===== config.mk =====
export PLATFORM = sky130hd
export DESIGN_NAME = img_template_capture_flat
export DESIGN_NICKNAME = d
export VERILOG_FILES = /design/src/rtl/img_pkg.sv /design/src/rtl/img_template_capture_if.sv /design/src/rtl/img_cell_accum.sv /design/src/rtl/img_template_capture.sv /design/src/flat_wrapper.sv
export SDC_FILE = /design/constraint.sdc
export NUM_CORES = 1
export LEC_CHECK = 0
export CAP_MARGIN = 30
export CORE_MARGIN = 3
export CORE_UTILIZATION = 55
export CTS_CLUSTER_DIAMETER = 120
export DETAILED_ROUTE_END_ITERATION = 12
export PLACE_DENSITY = 0.72
export SLEW_MARGIN = 30
export SYNTH_ARGS = -nofsm -noshare
export SYNTH_HDL_FRONTEND = slang
export SYNTH_HIERARCHICAL = 1
export SYNTH_SLANG_ARGS = --single-unit

===== constraint.sdc =====
create_clock -name iCLK -period 5.43 [get_ports iCLK]
set_input_delay 1.629 -clock iCLK [delete_from_list [all_inputs] [get_ports iCLK]]
set_output_delay 1.629 -clock iCLK [all_outputs]
set_load 0.005 [all_outputs]

===== src/rtl/img_pkg.sv =====
// Shared constants, FSM state type and coordinate helpers for the
// 16x16 binary template capture block.
package img_pkg;

  localparam int HALVING = 4;                    // log2 of cell edge in pixels
  localparam int GRID    = 16;                   // cells per row / column
  localparam int PIX_W   = 10;                   // grey-level width
  localparam int WIN     = 256;                  // capture window edge in pixels
  localparam int COORD_W = 13;                   // pixel coordinate width
  localparam int CELLS   = GRID * GRID;          // template entries
  localparam int IDX_W   = $clog2(GRID);         // cell row / column index width
  localparam int ACC_W   = PIX_W + 2 * HALVING;  // one cell worth of pixels

  localparam logic [PIX_W-1:0] WHITE = 10'd255;
  localparam logic [PIX_W-1:0] BLACK = 10'd0;

  typedef enum logic [1:0] {
    ST_IDLE,
    ST_ARMED,
    ST_CAPTURE,
    ST_COMMIT
  } state_t;

  // True when a pixel coordinate lies inside the top-left capture window.
  function automatic logic inWindow(input logic [COORD_W-1:0] x,
                                    input logic [COORD_W-1:0] y);
    return (x < COORD_W'(WIN)) && (y < COORD_W'(WIN));
  endfunction

  // Cell column (or row) that a pixel coordinate falls into.
  function automatic logic [IDX_W-1:0] cellOf(input logic [COORD_W-1:0] p);
    return IDX_W'(p >> HALVING);
  endfunction

  // Flat template index row*GRID+col; only meaningful inside the window.
  function automatic logic [2*IDX_W-1:0] cellIndex(input logic [COORD_W-1:0] x,
                                                   input logic [COORD_W-1:0] y);
    return (2 * IDX_W)'(((y >> HALVING) << IDX_W) + (x >> HALVING));
  endfunction

endpackage


===== src/rtl/img_template_capture_if.sv =====
// Pixel stream, control and template read port of img_template_capture.
// The master side drives pixels, control and read coordinates; the slave
// side is the capture block itself.
interface img_template_capture_if;
  import img_pkg::*;

  logic               iSTART;
  logic [PIX_W-1:0]   iTHRESH;
  logic               iDVAL;
  logic [COORD_W-1:0] iX;
  logic [COORD_W-1:0] iY;
  logic [PIX_W-1:0]   iGRAY;
  logic [COORD_W-1:0] iRX;
  logic [COORD_W-1:0] iRY;
  logic [PIX_W-1:0]   oVAL;
  logic               oBUSY;
  logic               oDONE;
  logic               oTPL_OK;

  modport master (
    output iSTART, iTHRESH, iDVAL, iX, iY, iGRAY, iRX, iRY,
    input  oVAL, oBUSY, oDONE, oTPL_OK
  );

  modport slave (
    input  iSTART, iTHRESH, iDVAL, iX, iY, iGRAY, iRX, iRY,
    output oVAL, oBUSY, oDONE, oTPL_OK
  );

endinterface


===== src/rtl/img_cell_accum.sv =====
// Bank of per-column cell accumulators. Pixels of one cell row arrive
// interleaved across the 16 cell columns, so one running sum per column
// is enough: it is emptied when its cell closes and reused for the same
// column of the next cell row.
module img_cell_accum
  import img_pkg::*;
(
  input  logic             iCLK,
  input  logic             iRST_N,
  input  logic             iAddEn,    // accepted beat: add iData to column iCol
  input  logic             iClearAll, // frame (re)start: empty every column
  input  logic             iClose,    // beat closes the cell: empty column iCol
  input  logic [IDX_W-1:0] iCol,
  input  logic [PIX_W-1:0] iData,
  output logic [ACC_W-1:0] oSum       // column sum including the current beat
);

  logic [ACC_W-1:0] acc [GRID];

  assign oSum = acc[iCol] + ACC_W'(iData);

  // Accumulate accepted beats; empty a column on cell close, all on restart.
  // NOTE: the accumulator array sits behind an asynchronous reset so that a
  // reset mid-capture cannot leak partial sums into the next frame; a bank
  // with no such requirement would be left unreset to stay a plain RAM.
  always_ff @(posedge iCLK or negedge iRST_N) begin
    if (!iRST_N) begin
      for (int i = 0; i < GRID; i++) acc[i] <= '0;
    end else begin
      if (iClearAll) begin
        for (int i = 0; i < GRID; i++) acc[i] <= '0;
      end
      // NOTE: non-blocking assignments make the later per-column write win
      // over the bulk clear above, and keep every read of acc[] in this
      // cycle on the pre-edge value.
      if (iAddEn) begin
        if (iClose)         acc[iCol] <= '0;
        else if (iClearAll) acc[iCol] <= ACC_W'(iData);
        else                acc[iCol] <= oSum;
      end
    end
  end

endmodule


===== src/rtl/img_template_capture.sv =====
// Write side of the 16x16 binary template. Snoops the grey pixel stream,
// averages every 16x16 cell of the top-left 256x256 window, thresholds
// each average to BLACK/WHITE into a shadow map and, once the whole frame
// is in, copies the shadow into the live template in a single cycle. The
// live template is served back through a registered X/Y read port.
module img_template_capture
  import img_pkg::*;
(
  input  logic                  iCLK,
  input  logic                  iRST_N,
  img_template_capture_if.slave bus
);

  state_t           state;
  logic [PIX_W-1:0] thrQ;
  logic [CELLS-1:0] shadow;
  logic [CELLS-1:0] tpl;

  logic             accept;
  logic             atOrigin;
  logic             cellEnd;
  logic             frameEnd;
  logic             addEn;
  logic             clearAll;
  logic [ACC_W-1:0] closeSum;
  logic [ACC_W-1:0] thrSum;
  logic             cellWhite;

  // Beat qualification: only valid beats inside the window are used.
  assign accept   = bus.iDVAL && inWindow(bus.iX, bus.iY);
  assign atOrigin = accept && (bus.iX == '0) && (bus.iY == '0);
  assign cellEnd  = accept && (&bus.iX[HALVING-1:0]) && (&bus.iY[HALVING-1:0]);
  assign frameEnd = cellEnd && (&bus.iX[7:0]) && (&bus.iY[7:0]);

  // The origin beat that starts (or restarts) a capture is itself summed,
  // after every column has been emptied.
  assign addEn    = ((state == ST_CAPTURE) && accept) ||
                    ((state == ST_ARMED) && atOrigin);
  assign clearAll = ((state == ST_CAPTURE) || (state == ST_ARMED)) && atOrigin;

  img_cell_accum u_accum (
    .iCLK      (iCLK),
    .iRST_N    (iRST_N),
    .iAddEn    (addEn),
    .iClearAll (clearAll),
    .iClose    (cellEnd),
    .iCol      (cellOf(bus.iX)),
    .iData     (bus.iGRAY),
    .oSum      (closeSum)
  );

  // The cell average is sum>>8 truncated; comparing it against the threshold
  // is the same as comparing the full sum against threshold<<8.
  assign thrSum    = {thrQ, {(2 * HALVING){1'b0}}};
  assign cellWhite = (closeSum >= thrSum);

  // Capture sequencer with registered busy / done / template-valid flags.
  always_ff @(posedge iCLK or negedge iRST_N) begin
    if (!iRST_N) begin
      state       <= ST_IDLE;
      thrQ        <= '0;
      bus.oBUSY   <= 1'b0;
      bus.oDONE   <= 1'b0;
      bus.oTPL_OK <= 1'b0;
    end else begin
      bus.oDONE <= 1'b0;
      case (state)
        ST_IDLE: begin
          if (bus.iSTART) begin
            state     <= ST_ARMED;
            thrQ      <= bus.iTHRESH;
            bus.oBUSY <= 1'b1;
          end
        end
        ST_ARMED: begin
          if (atOrigin) state <= ST_CAPTURE;
        end
        ST_CAPTURE: begin
          if (frameEnd) begin
            state     <= ST_COMMIT;
            bus.oDONE <= 1'b1;
          end
        end
        ST_COMMIT: begin
          state       <= ST_IDLE;
          bus.oBUSY   <= 1'b0;
          bus.oTPL_OK <= 1'b1;
        end
        default: begin
          state     <= ST_IDLE;
          bus.oBUSY <= 1'b0;
        end
      endcase
    end
  end

  // Shadow map fills as cells close; the live template copies it on commit.
  always_ff @(posedge iCLK or negedge iRST_N) begin
    if (!iRST_N) begin
      shadow <= '0;
      tpl    <= '0;
    end else begin
      if ((state == ST_CAPTURE) && cellEnd) begin
        shadow[cellIndex(bus.iX, bus.iY)] <= cellWhite;
      end
      if (state == ST_COMMIT) begin
        tpl <= shadow;
      end
    end
  end

  // Registered template read; coordinates outside the window read BLACK.
  always_ff @(posedge iCLK or negedge iRST_N) begin
    if (!iRST_N) begin
      bus.oVAL <= '0;
    end else begin
      bus.oVAL <= (inWindow(bus.iRX, bus.iRY) && tpl[cellIndex(bus.iRX, bus.iRY)])
                  ? WHITE : BLACK;
    end
  end

endmodule


===== src/flat_wrapper.sv =====
// flat-port wrapper written by rule: the top's interface ports become plain ports
module img_template_capture_flat import img_pkg::*;
  (iCLK, iRST_N, bus_iSTART, bus_iTHRESH, bus_iDVAL, bus_iX, bus_iY, bus_iGRAY, bus_iRX, bus_iRY, bus_oVAL, bus_oBUSY, bus_oDONE, bus_oTPL_OK);
  img_template_capture_if bus_i ();
  input  logic iCLK;
  input  logic iRST_N;
  input wire logic [$bits(bus_i.iSTART)-1:0] bus_iSTART;
  input wire logic [$bits(bus_i.iTHRESH)-1:0] bus_iTHRESH;
  input wire logic [$bits(bus_i.iDVAL)-1:0] bus_iDVAL;
  input wire logic [$bits(bus_i.iX)-1:0] bus_iX;
  input wire logic [$bits(bus_i.iY)-1:0] bus_iY;
  input wire logic [$bits(bus_i.iGRAY)-1:0] bus_iGRAY;
  input wire logic [$bits(bus_i.iRX)-1:0] bus_iRX;
  input wire logic [$bits(bus_i.iRY)-1:0] bus_iRY;
  output wire logic [$bits(bus_i.oVAL)-1:0] bus_oVAL;
  output wire logic [$bits(bus_i.oBUSY)-1:0] bus_oBUSY;
  output wire logic [$bits(bus_i.oDONE)-1:0] bus_oDONE;
  output wire logic [$bits(bus_i.oTPL_OK)-1:0] bus_oTPL_OK;
  assign bus_i.iSTART = bus_iSTART;
  assign bus_i.iTHRESH = bus_iTHRESH;
  assign bus_i.iDVAL = bus_iDVAL;
  assign bus_i.iX = bus_iX;
  assign bus_i.iY = bus_iY;
  assign bus_i.iGRAY = bus_iGRAY;
  assign bus_i.iRX = bus_iRX;
  assign bus_i.iRY = bus_iRY;
  assign bus_oVAL = bus_i.oVAL;
  assign bus_oBUSY = bus_i.oBUSY;
  assign bus_oDONE = bus_i.oDONE;
  assign bus_oTPL_OK = bus_i.oTPL_OK;
  img_template_capture u_core (.iCLK(iCLK), .iRST_N(iRST_N), .bus(bus_i));
endmodule

==> metrics.md, run 1 <==
| Metric | Value |
|---|---|
| Outcome | finished with violations |
| Failing checks | setup timing |
| GR Util All Layers | 30.3% |
| Die Wd | approximately 270 um |
| Fin crit share | 109% |
| Post-DR vias/cell | 6.86 |
| Starting density of the core | 55.6% |
| Final hold vios | 0 |
| First-pass DRT Iterations | 5 |
| Max_cap viols | 0 |
| CP Launch Type | input pin |
| CP Cell Sequence | buf_16 > mux4_2 > mux4_2 > ha_4 > inv_2 > fa_2 > nor2b_2 > o31a_1 > a211oi_4 > xnor2_2 > inv_1 > ha_1 > or4b_4 > o41ai_4 > a21oi_2 > o21ai_2 > a21oi_4 > buf_12 > buf_16 > buf_4 > o41ai_2 |
| Later-pin clock latency in the skew report | 0.66 ns |
| Critical Path AT | 6.46 ns |
| Routed Antenna Nets | 0 |
| Final setup vio count | 256 |
| Peak fanout along the critical path | 6 |
| CTS tree | built |
| Tmin final | 5.94 ns |
| TNS Setup | -99.25 ns |
| Iter 0 DRT Violations | 2,649 |
| H-tree Lvls | 3 |
| CTS buffer count | 86 |
| Height of the die | 267 um |
| Pwr per Cell Area | 320 nW/um^2 |
| Post-synth EDFFs | 0 |
| Row count | 95 |
| Synth Warn # | 6 |
| Port Buffers | 78 |
| Final WL | 112,000 um |
| Fin worst setup slack | -0.510 ns |
| VDD IR-drop max | about 0.33 mV |
| DRC viols | 0 |
| Initial antenna violation count | 1 |
| Die ar. | 71,300 um^2 |
| Worst-margin pin slew | 1.15 ns |
| Post-Synthesis Cell Area | 37,500 um^2 |
| Slew headroom | between 20% and 30% |
| FFs w/ async S/R, synth | 100% |
| Finished Core Util | 70.5% |
| Leak pwr | 23.6 nW |
| Synthesized flop and latch total | 816 |
| R2R Setup Slk | 0.27 ns |
| Largest net degree at the start of global routing | 159 |
| Worst Clk Skew | 0.0285 ns |
| Clock root buffer master | clkbuf_16 |
| Synth cell types | between 70 and 80 |
| Fin nets | 3,299 |
| Final Max Slew Viols | 0 |
| Worst hold path type | reg -> reg |
| Clk sink count | between 800 and 900 |
| Core Area | 67,400 um^2 |
| Drt wl/cell | 27.1 um |
| Critical path class | in -> reg |
| Max clock buf depth | 3 |
| Fillers | approximately 4,200 |
| Antenna cells | 0 |
| Area grow syn2layout | 26.8% |
| RSZ-0062 raised after global routing | yes |
| Seq/Total Area, Yosys | 54.5% |
| Syn Inst Count | approximately 3,000 |
| Worst-path clk slew | roughly 0.060 ns |
| RePlAce Congestion | 0.874 |
| Vias in the first global route | 29,000 |
| CP max stage delay | 0.54 ns |
| Buf/Inv on CP | 6 |
| Commonest non-fill, non-tap cells in the layout | dfrtp_1 (816), o21ai_0 (427), nand2_1 (322) |
| Io pins | just under 90 |
| Most common cell after layout, fill and taps aside | dfrtp_1 |
| DP HPWL | ~64,000 um |
| CP top delay family | compound AO/OA/AOI/OAI gates |
| Slowest-stage cell, CP | mux4_2 |
| Critical path endpoint category | flop |
| Congestion Overflow GR | 0 |
| Via Count | 28,300 |
| F_max | 168 MHz |
| Layout cells sized above 1 | 35.5% |
| Syn avg cell area | 12.3 um^2 |
| Post-synth top flop | dfrtp_1 |
| Worst EP required | 5.95 ns |
| First-pass GRT wire length | 168,000 um |
[sequential cells by signal, summed over array words and instances, names as in the netlist]
name                count
u_core/bus.oDONE        1
u_core/thrQ            10
u_core/bus.oTPL_OK      1
u_core/bus.oVAL         1
u_core/bus.oBUSY        1
u_core/shadow         256
u_core/u_accum/acc    288
u_core/state            2
u_core/tpl            256
[synthesized netlist by cell type, types with 17 or more instances]
| library cell | number | area share, % |
|---|---|---|
| a21oi_1 | 17 | 0.23 |
| a22o_1 | 17 | 0.40 |
| buf_2 | 34 | 0.45 |
| buf_6 | 27 | 0.81 |
| clkbuf_1 | 206 | 2.1 |
| dfrtp_1 | 816 | 54 |
| ha_1 | 30 | 1.0 |
| inv_1 | 42 | 0.42 |
| mux2_2 | 268 | 8.1 |
| mux2i_1 | 24 | 0.64 |
| mux4_2 | 143 | 8.6 |
| nand2_1 | 323 | 3.2 |
| nand3_1 | 22 | 0.29 |
| nor2_1 | 42 | 0.42 |
| o21ai_0 | 428 | 5.7 |
| o21ai_1 | 75 | 1.0 |
| o221ai_1 | 18 | 0.42 |
| o41ai_1 | 256 | 6.0 |
[metal layers]
metal	vias to the layer above	wire length [um]	GRT usage, %
li1	11800	-	-
met1	14800	42700	39.9
met2	1401	55400	50.5
met3	360	8700	5.14
met4	0	5110	12.6
met5	-	0	0
[path summary, 6_finish.rpt]
kind / startpoint / cells past startpoint / endpoint
max: bus_iX[4] / 21 / u_core/shadow[168]$_DFFE_PN0P_
min: u_core/bus.oTPL_OK$_DFFE_PN0P_ / 1 / u_core/bus.oTPL_OK$_DFFE_PN0P_
max reg2reg: u_core/u_accum/acc[216]$_DFF_PN0_ / 20 / u_core/shadow[168]$_DFFE_PN0P_
min reg2reg: u_core/bus.oTPL_OK$_DFFE_PN0P_ / 1 / u_core/bus.oTPL_OK$_DFFE_PN0P_
max in group asynchronous: iRST_N / 3 / u_core/u_accum/acc[17]$_DFF_PN0_
min in group asynchronous: iRST_N / 1 / u_core/tpl[200]$_DFFE_PN0P_
[worst register-to-register path: cells and delay by family (launching register included)]
family,cells,cell delay (ns)
AO/OA/AOI/OAI,7,1.74
XOR/XNOR,1,0.16
adder cells (fa/ha/maj),3,0.65
buffers and inverters,5,0.61
flip-flops,1,0.38
multiplexers,2,1.02
AND/OR/NAND/NOR,2,0.51
[kinds of logic (layout without fill, tap and decap cells)]
group	count (synthesis)	after routing	share of synthesized area, %
AND/OR/NAND/NOR	483	483	5.69
other	1	2	0.0100
multiplexers	441	441	17.7
adder cells (fa/ha/maj)	33	33	1.16
flip-flops	816	816	54.5
buffers and inverters	346	556	4.37
AO/OA/AOI/OAI	900	900	15.8
XOR/XNOR	25	25	0.774
[final cells by class]
type / instances / area (um^2) / area share [%]
sequential: 816 / 20400 / 43.0
clock inverter: 30 / 493 / 1.04
timing repair buffer: 354 / 3970 / 8.36
tap: 873 / 1090 / 2.30
inverter: 48 / 180 / 0.379
clock buffer: 124 / 2520 / 5.29
multi-input combinational: 1884 / 18900 / 39.7
[per-stage QoR]
step | setup slack (ns) | std cells | hold WS [ns] | power (mW) | cell area [um^2]
2_1_floorplan | -0.940 | 3046 | 0.445 | 7.57 | 38000
4_1_cts | -0.411 | 4102 | 0.475 | 14.9 | 45400
5_1_grt | -0.668 | 4129 | 0.497 | 15.7 | 47500
6_report | -0.510 | 4129 | 0.471 | 15.2 | 47500
3_3_place_gp | -1.54 | 3920 | 0.452 | 8.46 | 40400
3_5_place_dp | -1.71 | 3920 | 0.449 | 8.51 | 40500
[power by group]
part | internal, mW | total [mW] | switching, mW
sequential | 6.13 | 6.17 | 0.0348
combinational | 0.955 | 2.78 | 1.83
clock | 3.75 | 6.26 | 2.50
total | 10.8 | 15.2 | 4.37
[timing repair]
item                                   CTS  global route
pin swaps                               72            87
buffers inserted                        21            20
cloned                                   7            11
endpoints found under the hold margin    0             0
hold buffers                             0             0
setup endpoints to repair              256           256
gates resized for setup                205           202
Power figures use the tool's default switching activity.
==> run 2: changes to the inputs <==
--- a/config.mk
+++ b/config.mk
@@ -10,7 +10,7 @@
 export CORE_UTILIZATION = 55
 export CTS_CLUSTER_DIAMETER = 120
 export DETAILED_ROUTE_END_ITERATION = 12
-export PLACE_DENSITY = 0.72
+export PLACE_DENSITY = 0.75
 export SLEW_MARGIN = 30
 export SYNTH_ARGS = -nofsm -noshare
 export SYNTH_HDL_FRONTEND = slang
==> constraint.sdc (replaced) <==
create_clock -name iCLK -period 4.8 [get_ports iCLK]
set_input_delay 1.44 -clock iCLK [delete_from_list [all_inputs] [get_ports iCLK]]
set_output_delay 1.44 -clock iCLK [all_outputs]
set_load 0.005 [all_outputs]
==> metrics.md, run 2 (synthesized netlist as in run 1, its figures left out) <==
| Metric | Value |
|---|---|
| Fin nets | 3,315 (+0.48%) |
| TNS Setup | -216.66 ns (-117.41 ns) |
| Largest net degree at the start of global routing | 135 (-15%) |
| Outcome | finished with violations |
| Buf/Inv on CP | 6 (unchanged) |
| Starting density of the core | 55.6% (unchanged) |
| Hold Crit Depth | 2 (+1) |
| Start point of the critical path | bus_iX[4] |
| Failing checks | setup timing |
| Worst EP required | 5.33 ns (-0.62 ns) |
| Critical path endpoint category | flop |
| Worst R2R Start | u_core/u_accum/acc[252]$_DFF_PN0_ |
| Port Buffers | 78 (unchanged) |
| Clock root buffer master | clkbuf_16 |
| Layout cells sized above 1 | 35.3% (-0.21 points) |
| DP Area | 40,500 um^2 (about the same) |
| Final WL | 116,000 um (+3.3%) |
| First-pass DRT Iterations | 7 (+2) |
| CP Cell Sequence | buf_16 > mux4_2 > mux4_2 > ha_4 > inv_2 > fa_2 > nor2b_2 > o31a_1 > a211oi_2 > xnor2_1 > inv_1 > ha_1 > or4b_4 > o41ai_4 > a21oi_2 > o21ai_4 > a21oi_4 > buf_12 > buf_4 > clkbuf_16 > o41ai_2 |
| PnR Total Power | 16.9 mW (+11%) |
| Worst-path clk slew | 0.07 ns (about the same) |
| First-pass GRT wire length | 169,000 um (+0.70%) |
| CP Launch Type | input pin |
| Later-pin clock latency in the skew report | 0.64 ns (-0.02 ns) |
| Final hold vios | 0 (unchanged) |
| DRC viols | 0 (unchanged) |
| CTS buffer count | 84 (-2.3%) |
| Leak pwr | 22.5 nW (-4.8%) |
| Critical path's most frequent cell | mux4_2 |
| Hold_sp | u_core/u_accum/acc[29]$_DFF_PN0_ |
| H-tree Lvls | 3 (unchanged) |
| Iter 0 DRT Violations | 3,264 (+23%) |
| VDD IR-drop max | 0.368 mV (+11%) |
| Row count | 95 (unchanged) |
| Core Area | 67,400 um^2 (unchanged) |
| CP top delay family | compound AO/OA/AOI/OAI gates |
| Antenna cells | 0 (unchanged) |
| Reg with most FFs | u_core/u_accum/acc |
| Die Wd | 267 um (unchanged) |
| Post-DR vias/cell | 7.00 (+2.1%) |
| CTS tree | built |
| Routed Antenna Nets | 0 (unchanged) |
| Die ar. | 71,300 um^2 (unchanged) |
| Initial antenna violation count | 1 (unchanged) |
| Largest registers | u_core/u_accum/acc (288), u_core/shadow (256), u_core/tpl (256) |
| GR Util All Layers | 30.5% (+0.17 points) |
| Vias in the first global route | 29,400 (+1.5%) |
| Final instance area | 46,800 um^2 (-1.5%) |
| Number of flip-flops in the largest register | 288 (unchanged) |
| Clk sink count | 816 (unchanged) |
| Fin worst setup slack | -0.967 ns (-0.457 ns) |
| Fillers | 4,152 (-1.2%) |
| Critical path class | in -> reg |
| Area grow syn2layout | 25.0% |
| Reg2Reg Depth | 20 (unchanged) |
| RSZ-0062 raised after global routing | yes |
| F_max | 173 MHz |
| Fin crit share | 120% |
| Tmin final | 5.77 ns |
| Worst hold path type | reg -> reg |
| Pre-CTS WS | -1.95 ns (-0.239 ns) |
| DP HPWL | 65,400 um (+2.0%) |
| Final setup vio count | 256 (unchanged) |
| Critical Path AT | 6.30 ns (-0.16 ns) |
| CP max stage delay | 0.54 ns (about the same) |
| Slowest-stage cell, CP | mux4_2 |
| WHS | 0.481 ns (+0.00977 ns) |
| Worst-margin pin slew | 0.974 ns (-0.178 ns) |
| Final Max Slew Viols | 0 (unchanged) |
| Slew headroom | 34.7% (+12 points) |
| Worst Clk Skew | 0.0252 ns (-0.00332 ns) |
| Hold buffers post-CTS | 0 (unchanged) |
| Most common cell after layout, fill and taps aside | dfrtp_1 |
| Via Count | 29,000 (+2.5%) |
| Pwr per Cell Area | 361 nW/um^2 (+13%) |
| Peak fanout along the critical path | 8 (+2) |
| Critical path depth | 21 (unchanged) |
| Height of the die | 267 um (unchanged) |
| Max clock buf depth | 3 (unchanged) |
| Drt wl/cell | 27.9 um (+3.0%) |
| Io pins | 89 (unchanged) |
| RePlAce Congestion | 0.884 (+1.2%) |
| Commonest non-fill, non-tap cells in the layout | dfrtp_1 (816), o21ai_0 (425), nand2_1 (322) |
| Max_cap viols | 0 (unchanged) |
| Congestion Overflow GR | 0 (unchanged) |
run 2: per-stage QoR:
stage                     cells  utilization, %
after floorplan            3046               -
after global placement     3939            60.0
after detailed placement   3939            60.0
after CTS                  4113            66.5
after global routing       4143            69.5
final                      4143            69.5
run 2: worst paths after layout:
kind	end	slack, ns
min in group asynchronous	u_core/shadow[88]$_DFFE_PN0P_	0.85
max in group asynchronous	u_core/tpl[220]$_DFFE_PN0P_	2.68
max	u_core/shadow[253]$_DFFE_PN0P_	-0.97
min	u_core/u_accum/acc[29]$_DFF_PN0_	0.48
min reg2reg	u_core/u_accum/acc[29]$_DFF_PN0_	0.48
max reg2reg	u_core/shadow[253]$_DFFE_PN0P_	-0.37
run 2: tightest hold or removal path, delay by kind of cell, from the launching register on:
| kind | cells | cell delay, ns |
|---|---|---|
| flip-flops | 1 | 0.33 |
| AO/OA/AOI/OAI | 1 | 0.06 |
| AND/OR/NAND/NOR | 1 | 0.04 |
run 2: per-layer routing:
layer	wire [um]	part of all wire [%]	up-vias	GRT usage (%)
met5	13	0.011	-	0
met2	55800	48	1736	49.3
met1	42900	37	15000	40.3
met3	10900	9.4	447	6.35
li1	-	-	11800	-
met4	5870	5.1	2	13.3
run 2: what timing repair did:
item	CTS	global route
endpoints found under the setup margin	256	256
cloned	11	14
setup buffers	14	16
pin swaps	30	56
gates resized for setup	146	193
run 2: final cells by class:
cell class | instances | area, um^2 | share of cell area (%)
clock buffers | 122 | 2510 | 5.35
inverters | 48 | 180 | 0.385
well taps | 873 | 1090 | 2.33
repair buffers | 370 | 3890 | 8.31
clock inverters | 28 | 433 | 0.924
multi-input cells | 1886 | 18300 | 39.1
flip-flops and latches | 816 | 20400 | 43.6
run 2: report_power, final:
part	internal [mW]	switching, mW	leakage (nW)
sequential	6.94	0.0488	11.4
clock	4.17	2.80	1.45
combinational	0.975	2.00	9.69
total	12.1	4.84	22.5
